File: src/rtl/register_file_mp.sv
// register_file_mp
// -----------------------------------------------------------------------------
// Multi-read-port register file with a hardware clear sequencer.
//
// The decoder supplies one write address and ReadPorts read addresses. Reads
// are combinational and feed the ALU. A write to the same address in the same
// cycle is forwarded straight to the read port, so the new value is visible
// without waiting for the clock edge.
//
// After reset, or when ClearRequest is seen in IDLE, a sweep writes zero to one
// entry per cycle. A full sweep takes RegisterHeight cycles. While the sweep
// runs:
//   - Busy is high.
//   - Every read port returns zero.
//   - Host writes and further clear requests are ignored.
// ClearDone pulses for one cycle after the last entry has been cleared.
//
// Ports
//   Clock         system clock, rising edge
//   Reset         asynchronous, active-high
//   ClearRequest  level; starts a sweep when sampled high in IDLE
//   WriteEnable   write strobe
//   WriteAddress  [AddressWidth]            register to write
//   WriteData     [RegisterWidth]           data to write
//   ReadAddress   [ReadPorts*AddressWidth]  packed; port p at [p*AW +: AW]
//   ReadData      [ReadPorts*RegisterWidth] packed; port p at [p*RW +: RW]
//   Busy          high while the sweep runs
//   ClearDone     one-cycle pulse when a sweep completes
//
// Build option
//   REGFILE_ZERO_REG_EN  when defined, register 0 is hardwired to zero.
//                        Writes to it are dropped, and every read of it
//                        returns zero, bypass included.
// -----------------------------------------------------------------------------
module register_file_mp #(
  parameter int AddressWidth   = 6,
  parameter int RegisterHeight = 1 << AddressWidth,
  parameter int RegisterWidth  = 16,
  parameter int ReadPorts      = 2
) (
  input  logic                               Clock,
  input  logic                               Reset,
  input  logic                               ClearRequest,
  input  logic                               WriteEnable,
  input  logic [AddressWidth-1:0]            WriteAddress,
  input  logic [RegisterWidth-1:0]           WriteData,
  input  logic [ReadPorts*AddressWidth-1:0]  ReadAddress,
  output logic [ReadPorts*RegisterWidth-1:0] ReadData,
  output logic                               Busy,
  output logic                               ClearDone
);

`ifdef REGFILE_ZERO_REG_EN
  localparam bit ZeroRegEn = 1'b1;
`else
  localparam bit ZeroRegEn = 1'b0;
`endif

  // The height is widened by one bit so that the range check also works
  // when RegisterHeight == 2**AddressWidth.
  localparam logic [AddressWidth:0]   HeightExt = (AddressWidth + 1)'(RegisterHeight);
  localparam logic [AddressWidth-1:0] LastIndex = AddressWidth'(RegisterHeight - 1);

  typedef enum logic {
    ST_IDLE  = 1'b0,
    ST_CLEAR = 1'b1
  } state_e;

  state_e                  state_q, state_d;
  logic [AddressWidth-1:0] clear_index_q, clear_index_d;
  logic                    clear_done_q, clear_done_d;

  logic [RegisterWidth-1:0] regs [RegisterHeight];

  logic                     mem_we;
  logic [AddressWidth-1:0]  mem_waddr;
  logic [RegisterWidth-1:0] mem_wdata;

  function automatic logic in_range(input logic [AddressWidth-1:0] addr);
    return {1'b0, addr} < HeightExt;
  endfunction

  // Register 0 is not writable or readable as data when it is hardwired.
  function automatic logic is_zero_reg(input logic [AddressWidth-1:0] addr);
    return ZeroRegEn && (addr == '0);
  endfunction

  // ---------------------------------------------------------------------------
  // FSM: state register
  // ---------------------------------------------------------------------------
  always_ff @(posedge Clock or posedge Reset) begin
    if (Reset) begin
      state_q       <= ST_CLEAR;
      clear_index_q <= '0;
      clear_done_q  <= 1'b0;
    end else begin
      state_q       <= state_d;
      clear_index_q <= clear_index_d;
      clear_done_q  <= clear_done_d;
    end
  end

  // ---------------------------------------------------------------------------
  // FSM: next state
  // ---------------------------------------------------------------------------
  always_comb begin
    state_d       = state_q;
    clear_index_d = clear_index_q;
    clear_done_d  = 1'b0;
    case (state_q)
      ST_CLEAR: begin
        // The index stops at the last entry and never wraps.
        if (clear_index_q == LastIndex) begin
          state_d       = ST_IDLE;
          clear_index_d = '0;
          clear_done_d  = 1'b1;
        end else begin
          clear_index_d = clear_index_q + AddressWidth'(1);
        end
      end
      default: begin
        if (ClearRequest) begin
          state_d       = ST_CLEAR;
          clear_index_d = '0;
        end
      end
    endcase
  end

  // ---------------------------------------------------------------------------
  // FSM: outputs
  // ---------------------------------------------------------------------------
  always_comb begin
    Busy      = (state_q == ST_CLEAR);
    ClearDone = clear_done_q;
  end

  // ---------------------------------------------------------------------------
  // Single write port, shared by the sweep and the host.
  // The sweep owns the port while it runs, so host writes made during the
  // sweep are dropped rather than deferred.
  // ---------------------------------------------------------------------------
  always_comb begin
    mem_we    = 1'b0;
    mem_waddr = WriteAddress;
    mem_wdata = WriteData;
    if (state_q == ST_CLEAR) begin
      mem_we    = 1'b1;
      mem_waddr = clear_index_q;
      mem_wdata = '0;
    end else begin
      mem_we = WriteEnable && in_range(WriteAddress) && !is_zero_reg(WriteAddress);
    end
  end

  always_ff @(posedge Clock) begin
    if (mem_we) begin
      regs[mem_waddr] <= mem_wdata;
    end
  end

  // ---------------------------------------------------------------------------
  // Combinational read ports with write-through bypass.
  // ---------------------------------------------------------------------------
  for (genvar gi = 0; gi < ReadPorts; gi++) begin : g_read
    logic [AddressWidth-1:0]  raddr;
    logic [RegisterWidth-1:0] rdata;

    assign raddr = ReadAddress[gi*AddressWidth +: AddressWidth];

    always_comb begin
      rdata = '0;
      if ((state_q == ST_IDLE) && in_range(raddr) && !is_zero_reg(raddr)) begin
        if (WriteEnable && (raddr == WriteAddress)) begin
          rdata = WriteData;
        end else begin
          rdata = regs[raddr];
        end
      end
    end

    assign ReadData[gi*RegisterWidth +: RegisterWidth] = rdata;
  end

endmodule

File: config.mk
export PLATFORM = sky130hd
export DESIGN_NAME = register_file_mp
export DESIGN_NICKNAME = d
export VERILOG_FILES = /design/src/rtl/register_file_mp.sv
export SDC_FILE = /design/constraint.sdc
export NUM_CORES = 1
export LEC_CHECK = 0
export CAP_MARGIN = 15
export CORE_MARGIN = 2
export CORE_UTILIZATION = 58
export CTS_BUF_LIST = sky130_fd_sc_hd__clkbuf_2 sky130_fd_sc_hd__clkbuf_4 sky130_fd_sc_hd__clkbuf_8
export CTS_CLUSTER_DIAMETER = 120
export CTS_CLUSTER_SIZE = 30
export DETAILED_ROUTE_END_ITERATION = 10
export DONT_BUFFER_PORTS = 1
export GPL_ROUTABILITY_DRIVEN = 1
export PLACE_DENSITY = 0.7
export SYNTH_ARGS = -nofsm -noshare
export SYNTH_HDL_FRONTEND = slang
export SYNTH_SLANG_ARGS = --single-unit
File: constraint.sdc
create_clock -name Clock -period 4.5 [get_ports Clock]
set_input_delay 0.9 -clock Clock [delete_from_list [all_inputs] [get_ports Clock]]
set_output_delay 0.9 -clock Clock [all_outputs]
set_load 0.1 [all_outputs]
==> reports/results.tsv, run 1 <==
stage	metric	value	unit
status	status	complete, but fails checks	
status	failing checks	setup timing	
detailed_routing	# DRC	0	
timing	worst slew pin tran	1210	ps
clock_network	CTS max path bufs	3	
cells_and_area	non-filler cells, final	4058	
clock_network	Sink Count	1032	
detailed_routing	DRT Pass-1 Iters	6	
detailed_routing	DR vias	30000	
synthesis	Synth Flop Type	edfxtp_1	
timing	setup TNS	-532	ps
timing	Worst slew margin	19.6	%
min_path	worst min-delay path class	in2reg	
place	dpl hpwl	91800	um
synthesis	XOR/XNOR share of the synthesized area	0.214	%
cells_and_area	share of cells above drive strength 1	38.7	%
synthesis	Syn Inst Count	2877	
timing	unrepaired setup endpoints after global routing	no	
timing	worst setup margin	-200	ps
place	PortBufs	0	
setup_path	Crit. Startpoint	ReadAddress[2]	
place	Placer Congestion	0.935	
place	placed insts	3997	
detailed_routing	routed length per instance	36.5	um
setup_path	Startpoint Class	primary input	
floorplanning	Die Wd	295	um
synthesis	post-synthesis adder-cell area fraction	0.0255	%
cells_and_area	utilization after layout	63.1	%
clock_network	Clock Latency Late Sink	740	ps
setup_path	Buf/Inv on CP	2	
floorplanning	Die ar.	87000	sq um
clock_network	Clock transition at path regs	170	ps
setup_path	crit-path max cell delay	520	ps
synthesis	mux cell area share after synthesis	23.5	%
clock_network	H-tree depth	2	
detailed_routing	DR iter-0 viols	4680	
clock_network	clock root buffer	clkbuf_8	
setup_path	CP Max Fanout	385	
global_routing	initial antenna violation count	2	
timing	f_max	0.213	GHz
power_and_ir_drop	PD cells	344	nW/um^2
min_path	hold path start	ClearRequest	
timing	final period utilization	104	%
synthesis	distinct cell type count after synthesis	51	
timing	Hold Violations, Final	0	
floorplanning	io pins	72	
synthesis	Compound-Gate Fraction of Synth Area	7.79	%
synthesis	synth warn	0	
global_routing	global-route wire length before repair	210000	um
synthesis	FFs w/ async S/R, synth	0.775	%
synthesis	Cell Area, Synth	49100	sq um
timing	Final Setup Violations	9	
setup_path	WP data arrival	3800	ps
power_and_ir_drop	LEAKAGE	0.0167	uW
timing	Tmin final	4700	ps
power_and_ir_drop	Peak VDD IR	0.000247	V
cells_and_area	nets	2945	
floorplanning	Die Ht	295	um
setup_path	largest delay contributor family on the critical path	compound AO/OA/AOI/OAI gates	
detailed_routing	ANT nets after route	0	
global_routing	GR Util met2	50.2	%
setup_path	WP data required	3600	ps
setup_path	Cell Chain, Critical Path	mux4_2, a22oi_1, o31ai_1, buf_4, nor3_1, o211ai_1, buf_16	
timing	final clock skew	43.3	ps
detailed_routing	Routed WL	148000	um
floorplanning	row cnt	106	
cells_and_area	filler cell count	5825	
clock_network	CTS buffer count	40	
synthesis	EDFF count, synth	1024	
synthesis	Net Count, Synth	2916	
synthesis	register bit count reported by yosys	1032	
synthesis	sequential area share after synthesis	63.0	%
global_routing	total grt overflow	0	
global_routing	largest net degree at the start of global routing	386	
global_routing	GRT Overall Usage	34.1	%
floorplanning	Core Area	83700	sq um
synthesis	largest family of logic cells by synthesized area	multiplexers	
timing	max-slew violations	0	
setup_path	Critical Path Sink Type	output port	
global_routing	GR Util met3	11.8	%
setup_path	critical path type	in2out	
global_routing	GRT met1 Usage	49.1	%
detailed_routing	vias per cell	7.39	
setup_path	Slowest cell on crit path	mux4_2	
floorplanning	starting density of the core	58.7	%
global_routing	global route hottest layer	met2	
synthesis	post-synthesis simple-gate area fraction	3.05	%
global_routing	vias in the first global route	29400	
run	max cap viols	0	
synthesis	syn avg cell area	17.1	sq um
cells_and_area	Layout area overhead	7.54	%
setup_path	FF-to-FF Start	Busy	
clock_network	CTS tree	yes	
-- Yosys cell counts (all sizes together) (18+ instances only) --
master  count  area (sq um)
edfxtp   1024         30700
mux2      513          5780
mux4      256          5770
o22ai     256          1600
buf       141           793
nor3      133           666
a22o       96           841
clkbuf     89           335
nor2       75           282
nand2      65           249
o31ai      34           255
a22oi      32           240
o211ai     32           240
o41ai      32           453
nor2b      18           113
-- per-stage QoR --
step                      worst slack (ps)  cell area [sq um]  total power [uW]  hold WS, ps
after floorplan                       -107              49100             13500          508
after global placement                65.9              52100             14400          578
after detailed placement              81.5              52100             14500          605
after CTS                             52.4              52800             18100          235
after global routing                  8.91              52800             18600          253
final                                 -200              52800             18100          268
-- cells by family after synthesis --
group | count (synthesis)
multiplexers | 770
AND/OR/NAND/NOR | 320
flip-flops | 1032
adder cells (fa/ha/maj) | 1
buffers and inverters | 235
AO/OA/AOI/OAI | 507
XOR/XNOR | 12
-- report_power, final --
group	internal (uW)	switching, uW	leakage, uW
Clock	993	2740	0.000376
Combinational	1160	1780	0.00668
Sequential	11200	284	0.00961
Total	13300	4800	0.0167
-- final timing paths --
| path | to | slack [ps] | depth (start not counted) |
|---|---|---|---|
| worst max-delay path | ReadData[8] | -200 | 7 |
| worst max register to register | regs[52][2] | 910 | 4 |
| worst min register to register | clear_index_q[4] | 640 | 1 |
| worst min-delay path | clear_index_q[1] | 270 | 1 |
| min in group asynchronous | clear_index_q[5] | 550 | 2 |
| max in group asynchronous | Busy | 3660 | 2 |
-- state kept, by name, summed over array words and instances, names as in the netlist --
name / flops
Busy: 1
regs: 1024
clear_index_q: 6
ClearDone: 1
-- layer usage --
metal,wire length (um),vias up
li1,-,12000
met1,56200,15700
met2,65500,2048
met3,22200,229
met4,4230,0
met5,0,-
-- repair_timing --
action,in CTS,in global routing
endpoints found under the setup margin,0,6
hold endpoints to repair,7,0
hold buffers,1,0
buffers inserted,0,0
resized for setup,0,4
-- cell usage in the layout, fill, tap and decap left out, types with 4 or more instances in the layout --
cell	n
buf_16	32
o22ai_1	256
a22o_1	96
buf_12	14
nor2b_4	16
or2_2	5
clkbuf_4	16
o21ai_0	10
mux4_2	256
nor2_2	29
o41ai_2	23
xnor2_1	6
dfrtp_1	7
xor2_1	6
a22oi_1	32
clkbuf_8	41
nor2_1	45
nand2_1	63
mux2_2	513
edfxtp_1	1024
o31ai_1	34
buf_4	170
inv_1	4
o41ai_1	9
o211ai_1	32
nor3_1	132
-- area by class of cell --
class	count	area, sq um	share of cell area (%)
clock buffers	57	684	1.30
well taps	1134	1420	2.69
multi-input cells	1610	17200	32.7
clock inverters	1	16.3	0.0308
diodes	2	5.00	0.00948
inverters	5	18.8	0.0356
flip-flops and latches	1032	31000	58.6
repair buffers	217	2450	4.64
-- worst reg2reg max path: cells and delay by family (launching register included) --
| family | cells | cell delay (ps) |
|---|---|---|
| AO/OA/AOI/OAI | 1 | 600 |
| buffers and inverters | 1 | 460 |
| AND/OR/NAND/NOR | 2 | 1180 |
| flip-flops | 1 | 980 |
No activity file was read; power rests on OpenSTA's default activity.
==> inputs of run 2 (changes only) <==
Settings changed: CORE_UTILIZATION 58 to 45, CTS_CLUSTER_DIAMETER 120 to 40, PLACE_DENSITY 0.7 to 0.56.
Clock period 4.5 ns to 4.8 ns, I/O delays scaled along.
==> run 2 against run 1 <==
Worst hold slack got worse by 67 ps. The flow now finishes without violations. Highest routed layer is now met5. Clock skew fell by 9.2 ps. Combinational power fell by 4%. Sequential power fell by 6%. Flip-flop and latch count did not move. Total power rose by 18%. First-iteration DRC count fell by 22%. Clock-buffer cell count rose by 107. Clock power rose by 110%.
==> reports/results.tsv, run 2 (synthesized netlist as in run 1, its figures left out) <==
stage	metric	value	unit	change
floorplanning	Die Ht	334	um	+13%
setup_path	WP data arrival	3820	ps	+20 ps
timing	worst slew pin tran	1100	ps	-105 ps
clock_network	CTS max path bufs	3		unchanged
power_and_ir_drop	PD cells	383	nW/um^2	+11%
power_and_ir_drop	sequential power share	50.2	%	-13 points
timing	Tmin final	4780	ps	
place	Placer Congestion	0.878		-6.1%
place	Place WS	273	ps	+192 ps
clock_network	Clock transition at path regs	70	ps	-100 ps
detailed_routing	Routed WL	163000	um	+9.9%
detailed_routing	DR iter-0 viols	3650		-22%
setup_path	Critical Path Sink Type	output port		
global_routing	initial antenna violation count	6		+4
detailed_routing	vias per cell	6.71		-9.2%
power_and_ir_drop	clock network power share	36.6	%	+16 points
timing	setup TNS	0	ps	+532 ps
floorplanning	row cnt	121		+14%
global_routing	global-route wire length before repair	228000	um	+8.6%
detailed_routing	# DRC	0		unchanged
global_routing	vias in the first global route	30800		+4.7%
status	status	complete, no violations		
clock_network	Clock Latency Late Sink	850	ps	+110 ps
timing	final clock skew	34.1	ps	-9.17 ps
cells_and_area	Layout area overhead	13.9	%	
floorplanning	io pins	72		unchanged
setup_path	crit-path max cell delay	420	ps	-100 ps
setup_path	CP Max Fanout	385		unchanged
power_and_ir_drop	Sw Pwr	5810	uW	+21%
floorplanning	Die Wd	334	um	+13%
floorplanning	starting density of the core	45.2	%	-13 points
cells_and_area	share of cells above drive strength 1	42.5	%	+3.8 points
detailed_routing	routed length per instance	35.6	um	-2.5%
place	PortBufs	0		unchanged
timing	Worst slew margin	26.6	%	+7.0 points
cells_and_area	nets	3075		+4.4%
clock_network	clock root buffer	clkbuf_8		
timing	Hold Violations, Final	0		unchanged
timing	unrepaired setup endpoints after global routing	no		
cells_and_area	max FFs per register	1024		unchanged
detailed_routing	DRT Pass-1 Iters	6		unchanged
timing	Final Hold Slack	200	ps	-67.4 ps
clock_network	CTS buffer count	147		+270%
cells_and_area	filler cell count	8770		+51%
timing	f_max	0.209	GHz	
global_routing	total grt overflow	0		unchanged
power_and_ir_drop	combinational share of power	13.2	%	-3.0 points
min_path	worst min-delay path class	in2reg		
cells_and_area	biggest regs	regs: 1024 flops, clear_index_q: 6 flops		
clock_network	Sink Count	1032		unchanged
detailed_routing	DR vias	30700		+2.3%
cells_and_area	commonest non-fill, non-tap cell in the layout	edfxtp_1		
cells_and_area	most frequent cells in the layout	edfxtp_1, mux2_2, o22ai_1, mux4_2, buf_4		
timing	worst setup margin	19.9	ps	+220 ps
setup_path	Slowest cell on crit path	xnor2_1		
timing	Final Setup Violations	0		-9
place	dpl hpwl	99200	um	+8.1%
setup_path	critical path type	in2out		
setup_path	Crit path top cell by count	buf_4		
power_and_ir_drop	Sw Share	27.1	%	+0.67 points
power_and_ir_drop	LEAKAGE	0.0180	uW	+8.3%
power_and_ir_drop	Internal Power	15600	uW	+17%
detailed_routing	ANT nets after route	0		unchanged
cells_and_area	most flop-heavy register	regs		
global_routing	GRT Overall Usage	28.9	%	-5.2 points
global_routing	largest net degree at the start of global routing	386		unchanged
floorplanning	Core Area	109000	sq um	+30%
timing	max-slew violations	0		unchanged
floorplanning	Die ar.	112000	sq um	+28%
setup_path	Cell Chain, Critical Path	xnor2_1, and4_1, a211oi_4, buf_4, o41ai_2, o211ai_1, buf_4, buf_16		
clock_network	# Post-CTS Setup Buffers	0		unchanged
setup_path	WP data required	3840	ps	+240 ps
timing	final period utilization	99.6	%	
power_and_ir_drop	Peak VDD IR	0.000194	V	-21%
setup_path	Startpoint Class	primary input		
clock_network	H-tree depth	4		+2
run	max cap viols	0		unchanged
clock_network	CTS tree	yes		
[run 2: changes by cell type in the layout (fill, tap and decap cells not counted), moves of 5 or more]
cell        previous run  this run
clkbuf_8              41       152
buf_4                170       191
clkinv_1               1        21
inv_6                  0        19
clkinvlp_4             0        18
bufinv_16              0        15
clkinv_2               0        13
clkinv_4               0        10
inv_8                  0         5
[run 2: power groups by stage]
| stage | Clock, uW | Sequential, uW | Combinational [uW] |
|---|---|---|---|
| final | 7840 | 10800 | 2820 |
| after global routing | 8270 | 10800 | 2910 |
| after CTS | 7920 | 10700 | 2770 |
| after detailed placement | 0 | 10900 | 2760 |
| after global placement | 0 | 10900 | 2730 |
| after floorplan | 0 | 10800 | 1810 |
[run 2: worst paths after layout]
kind / cells after the start / slack, ps / to / startpoint
worst max-delay path: 8 / 20 / ReadData[20] / ReadAddress[8]
worst min-delay path: 1 / 200 / clear_index_q[1] / ClearRequest
worst max register to register: 5 / 1190 / regs[12][0] / Busy
worst min register to register: 1 / 600 / clear_index_q[0] / clear_index_q[0]
max in group asynchronous: 2 / 3960 / Busy / Reset
min in group asynchronous: 2 / 530 / clear_index_q[4] / Reset
[run 2: worst max-delay path: cells and delay by family]
kind	cells	cell delay [ps]
buffers and inverters	3	830
AND/OR/NAND/NOR	1	280
XOR/XNOR	1	420
AO/OA/AOI/OAI	3	790
[run 2: layout make-up]
cell class                 instances  area [sq um]  area share [%]
timing repair buffer             240          2650            4.73
antenna                            6          15.0          0.0269
clock buffer                     164          2180            3.90
inverter                           5          18.8          0.0336
clock inverter                   103          1080            1.94
multi-input combinational       1610         17200            30.8
tap                             1414          1770            3.17
sequential                      1032         31000            55.4
[run 2: layer usage]
metal	vias to the layer above	GRT usage [%]	routed length, um
li1	12400	-	-
met1	16400	41.1	68600
met5	-	0	10
met3	270	7.98	16400
met4	2	9.45	4960
met2	1659	43.1	72800
[run 2: repair_timing]
action                     4_1_cts  5_1_grt
gates resized for setup          0        0
setup endpoints to repair        0        0
hold buffers                     1        0
hold endpoints to repair         7        0
[run 2: through the flow]
| step | cells | instance area (sq um) | power (uW) | utilization, % |
|---|---|---|---|---|
| 3_5_place_dp | 4300 | 52600 | 13700 | 48.5 |
| 6_report | 4574 | 55900 | 21400 | 51.5 |
| 5_1_grt | 4569 | 55900 | 22000 | 51.5 |
| 4_1_cts | 4568 | 55900 | 21400 | 51.5 |
| 2_1_floorplan | 2877 | 49100 | 12700 | - |
| 3_3_place_gp | 4300 | 52600 | 13600 | 48.5 |
